### config.mk
export PLATFORM = sky130hd
export DESIGN_NAME = eth_fcs_append
export DESIGN_NICKNAME = d
export VERILOG_FILES = /design/src/rtl/eth_fcs_append.sv
export SDC_FILE = /design/constraint.sdc
export NUM_CORES = 1
export LEC_CHECK = 0
export CAP_MARGIN = 10
export CORE_UTILIZATION = 40
export DETAILED_ROUTE_END_ITERATION = 8
export GPL_TIMING_DRIVEN = 1
export PLACE_DENSITY_LB_ADDON = 0.05
export RECOVER_POWER = 100
export SYNTH_ARGS = -nofsm -noshare
export SYNTH_HDL_FRONTEND = slang
export SYNTH_SLANG_ARGS = --single-unit
### constraint.sdc
create_clock -name clk -period 1.75 [get_ports clk]
set_input_delay 0.35 -clock clk [delete_from_list [all_inputs] [get_ports clk]]
set_output_delay 0.35 -clock clk [all_outputs]
set_load 0.01 [all_outputs]
### src/rtl/eth_fcs_append.sv
// eth_fcs_append: Ethernet TX stage that passes payload bytes through a
// one-deep output register and appends the IEEE 802.3 CRC-32 FCS.
// The CRC register runs MSB-first (poly 0x04C11DB7) on bit-reversed bytes,
// so ~bitrev32(crc) is the standard LSB-first Ethernet FCS.
// Optional feature: define ETH_FCS_PAD_EN to zero-pad short frames up to
// MIN_FRAME bytes, with the pad bytes included in the CRC.
`timescale 1ns/1ps

module eth_fcs_append #(
    parameter int MIN_FRAME = 60
) (
    input  logic       clk,
    input  logic       rst_n,
    input  logic [7:0] s_data,
    input  logic       s_valid,
    input  logic       s_last,
    output logic       s_ready,
    output logic [7:0] m_data,
    output logic       m_valid,
    output logic       m_last,
    input  logic       m_ready
);

    localparam logic [31:0] CRC_POLY = 32'h04C11DB7;
    localparam logic [31:0] CRC_INIT = 32'hFFFFFFFF;

`ifdef ETH_FCS_PAD_EN
    typedef enum logic [1:0] {ST_DATA, ST_PAD, ST_FCS} state_t;
    localparam int CW = $clog2(MIN_FRAME + 2);
    localparam logic [CW-1:0] MIN_C = CW'(MIN_FRAME);
    localparam logic [CW-1:0] ONE_C = CW'(1);
    logic [CW-1:0] count_q, count_d, count_inc;
`else
    typedef enum logic [1:0] {ST_DATA, ST_FCS} state_t;
`endif

    state_t      state_q, state_d;
    logic [31:0] crc_q, crc_d;
    logic [1:0]  fcs_idx_q, fcs_idx_d;
    logic [7:0]  data_d;
    logic        valid_d, last_d;
    logic        slot_free;
    logic [31:0] fcs_word;

    function automatic logic [7:0] bitrev8(input logic [7:0] b);
        logic [7:0] r;
        for (int i = 0; i < 8; i++) r[i] = b[7-i];
        return r;
    endfunction

    function automatic logic [31:0] bitrev32(input logic [31:0] w);
        logic [31:0] r;
        for (int i = 0; i < 32; i++) r[i] = w[31-i];
        return r;
    endfunction

    // One byte of MSB-first CRC-32; d[7] is the first serial bit.
    function automatic logic [31:0] crc32_byte(input logic [31:0] c, input logic [7:0] d);
        logic [31:0] r;
        logic        fb;
        r = c;
        for (int i = 7; i >= 0; i--) begin
            fb = r[31] ^ d[i];
            r  = {r[30:0], 1'b0};
            if (fb) r = r ^ CRC_POLY;
        end
        return r;
    endfunction

    // The output register can take a new byte when empty or being drained.
    assign slot_free = !m_valid || m_ready;
    assign s_ready   = (state_q == ST_DATA) && slot_free;
    // crc does not move while in FCS, so this is stable for all four bytes.
    assign fcs_word  = ~bitrev32(crc_q);
`ifdef ETH_FCS_PAD_EN
    assign count_inc = count_q + ONE_C;
`endif

    // Next-state and next-output logic; everything holds unless a slot frees.
    always_comb begin
        state_d   = state_q;
        crc_d     = crc_q;
        fcs_idx_d = fcs_idx_q;
        data_d    = m_data;
        valid_d   = m_valid;
        last_d    = m_last;
`ifdef ETH_FCS_PAD_EN
        count_d   = count_q;
`endif
        case (state_q)
            ST_DATA: begin
                if (s_valid && slot_free) begin
                    data_d  = s_data;
                    valid_d = 1'b1;
                    last_d  = 1'b0;
                    crc_d   = crc32_byte(crc_q, bitrev8(s_data));
`ifdef ETH_FCS_PAD_EN
                    count_d = (count_q < MIN_C) ? count_inc : MIN_C;
                    if (s_last) state_d = (count_inc < MIN_C) ? ST_PAD : ST_FCS;
`else
                    if (s_last) state_d = ST_FCS;
`endif
                end else if (slot_free) begin
                    valid_d = 1'b0;
                    last_d  = 1'b0;
                end
            end
`ifdef ETH_FCS_PAD_EN
            ST_PAD: begin
                if (slot_free) begin
                    data_d  = 8'h00;
                    valid_d = 1'b1;
                    last_d  = 1'b0;
                    crc_d   = crc32_byte(crc_q, 8'h00);
                    count_d = count_inc;
                    if (count_inc == MIN_C) state_d = ST_FCS;
                end
            end
`endif
            ST_FCS: begin
                if (slot_free) begin
                    data_d    = fcs_word[{fcs_idx_q, 3'b000} +: 8];
                    valid_d   = 1'b1;
                    last_d    = (fcs_idx_q == 2'd3);
                    fcs_idx_d = fcs_idx_q + 2'd1;
                    if (fcs_idx_q == 2'd3) begin
                        crc_d   = CRC_INIT;
                        state_d = ST_DATA;
`ifdef ETH_FCS_PAD_EN
                        count_d = '0;
`endif
                    end
                end
            end
            default: state_d = ST_DATA;
        endcase
    end

    // State, CRC and output register with asynchronous active-low reset.
    always_ff @(posedge clk or negedge rst_n) begin
        if (!rst_n) begin
            state_q   <= ST_DATA;
            crc_q     <= CRC_INIT;
            fcs_idx_q <= 2'd0;
            m_data    <= 8'h00;
            m_valid   <= 1'b0;
            m_last    <= 1'b0;
`ifdef ETH_FCS_PAD_EN
            count_q   <= '0;
`endif
        end else begin
            state_q   <= state_d;
            crc_q     <= crc_d;
            fcs_idx_q <= fcs_idx_d;
            m_data    <= data_d;
            m_valid   <= valid_d;
            m_last    <= last_d;
`ifdef ETH_FCS_PAD_EN
            count_q   <= count_d;
`endif
        end
    end

endmodule

==> flow_summary.toml <==
[placed_design]
place.gp.congestion = 0.777
dp_hpwl_um = 4530
numPlacedInstances = 381
port_buffers = 23

[die]
num_io_pins = 24
dieArea_mm2 = 0.00717
die_h_um = 84.7
core_region_area_mm2 = 0.00646
rows = 29
dieWidth_um = 84.7
start_util = 0.423

[timing]
hold_viol = 0
max_freq_mhz = 550
drv_slew = 0
slew_headroom = 0.237
worst_pin_slew_ps = 1140
fin_crit_sh = 1.04
fin_skew_ps = 7.01
fin_crit_ps = 1820
setup_viol = 2
grt_setup_unrepaired = "yes"
setup_ws_ps = -68.1
whs_ps = 336

[cells_and_area]
syn2layout_area_growth_pct = 39.4
drive_gt1_frac = 0.428
n_antenna_cell = 0
fin_nets = 340
finalNonFillerCells = 404

[job]
max-cap-violations = 0

[run_status]
violations = "setup timing"
status = "finished with violations"

[drt]
totalWireLength_um = 6610
vias_per_cell = 4.86
drc = 0
ant_nets = 0
post_drt_wl_per_cell_um = 16.4
drt-pass1-iter-count = 6
drtIter0Drc = 53
vias = 1964

[min_path]
hp-class = "input port to asynchronous set/reset pin"

[global_routing]
first_global_vias = 1978
grt_overflow = 0
grt_pass1_wl_um = 10700
track_usage = 0.200
antenna_found_initial = 0
grt_max_degree = 46

[critical_path]
critPathKind = "register to register"
r2r-end = "crc_q[8]"
reg2reg_depth = 7
end_kind = "register"
required_ps = 1990
ff2ff_setup_slack_ps = -70
critPathArrivalTime_ps = 2050
crit_fanout = 3
r2r-start = "crc_q[27]"
worst_setup_path_start_kind = "register"

[clock_network]
cts.sinks = 45
cts_tree = "done"
clock_latency_ps = 300
clockBufferDepth = 2
path_clk_slew_ps = 90
h-tree-depth = 2
clockRootBuffer = "clkbuf_8"
cts_hold_buf = 0
cts_buffers = 5

[logic_synthesis]
synthTopCellsByArea = "dfstp_2 (31%), dfrtp_1 (12%), xnor2_1 (11%)"
yosysMostFrequentCell = "xnor2_1"
synth-seq-area-share = 0.427
syn_nets = 261
syn_avg_cell_area_um2 = 11.1
yosys_warnings = 0
synth-edff-count = 0
synth_common_cells = "xnor2_1 (34), a21oi_1 (33), nor2_1 (33), dfstp_2 (32), xor2_1 (21)"
syn_area_mm2 = 0.00273
ys_async_sr_fraction = 1.00
yosysTopAreaCellShare = 0.308
ys.flop_type = "dfstp_2"
synth_seq_cells = 45
synthCells = 247
yosysTopAreaCell = "dfstp_2"
yosysUniqueCellTypes = 24

[pwr]
powerDensity_mw_per_mm2 = 2470
fin_total_pwr_mw = 9.41
cellLeakagePower_nw = 1.57
ir_worst_vdd_mv = 1.25
## power breakdown
group | total [mW] | switching (mW) | internal (mW)
Sequential | 2.12 | 0.452 | 1.67
Clock | 0.838 | 0.372 | 0.466
Combinational | 6.45 | 2.72 | 3.73
## routing by layer
metal | vias up | GRT usage | routed length, µm
met4 | 0 | 0.0462 | 88
met2 | 31 | 0.299 | 3100
met1 | 942 | 0.302 | 3240
met3 | 7 | 0.0324 | 187
met5 | - | 0 | 0
li1 | 984 | - | -
## worst max path at each step
stage               from   endpoint  slack, ps  cells after the start
2_1_floorplan  crc_q[28]  crc_q[11]         20                      5
3_3_place_gp   s_data[4]  crc_q[11]       -480                      7
3_5_place_dp   s_data[4]  crc_q[11]       -510                      7
4_1_cts        crc_q[31]   crc_q[8]        -50                      5
5_1_grt        crc_q[27]   crc_q[8]       -130                      7
6_report       crc_q[27]   crc_q[8]        -70                      7
## worst max-delay path, stage by stage (launching register included)
cell	delay (ps)
dfstp_2	560
xnor2_2	110
buf_6	150
xor2_4	190
xor2_2	190
buf_4	140
xnor3_1	280
a21oi_1	130
## cells by family (layout without fill, tap and decap cells)
logic type | count (synthesis) | count (layout) | synth area share
adders and majority gates | 1 | 1 | 0.00458
AOI/OAI and AO/OA | 53 | 53 | 0.0980
buffers and inverters | 11 | 91 | 0.0201
muxes | 9 | 9 | 0.0714
xor gates and xnor gates | 71 | 71 | 0.297
and+or+nand+nor | 57 | 57 | 0.0824
DFF | 45 | 45 | 0.427
## what timing repair did
action | 4_1_cts | 5_1_grt
setup endpoints to repair | 20 | 30
pin swaps | 12 | 22
setup buffers | 12 | 7
gates resized for setup | 17 | 15
## cells in the final DEF, fill, tap and decap left out, types with 2 or more instances in the layout
cell             count
a21oi_1             31
a21oi_2              2
a31oi_1              2
buf_4               53
buf_6                5
clkbuf_8             6
clkdlybuf4s50_1     15
dfrtp_1             12
dfstp_2             32
dlygate4sd2_1        6
mux4_2               7
nand2_1             19
nand2b_1             2
nor2_1              33
o21ai_0             17
xnor2_1             26
xnor2_2             10
xnor2_4             12
xnor3_1              2
xor2_1              15
xor2_2               4
xor2_4               2
## through the flow
| stage | setup TNS [ps] | cell area, µm² | setup WS, ps | utilization |
|---|---|---|---|---|
| after floorplan | 0 | 2780 | 21.6 | - |
| after global placement | -9130 | 3430 | -476 | 0.531 |
| after detailed placement | -8700 | 3430 | -505 | 0.531 |
| after CTS | -101 | 3670 | -51.2 | 0.568 |
| after global routing | -855 | 3810 | -125 | 0.590 |
| final | -70.3 | 3810 | -68.1 | 0.590 |
## registers in the layout, indices dropped and copies added (netlist names)
name	count
m_valid	1
m_data	8
state_q	1
fcs_idx_q	2
crc_q	32
m_last	1
## cell type report
class | instances | area, µm²
clock buffer | 7 | 86.3
clock inverter | 1 | 30.0
fill | 555 | 2650
multi-input combinational | 191 | 1730
sequential | 45 | 1170
tap | 77 | 96.3
timing repair buffer | 83 | 699
Power figures use the tool's default switching activity.
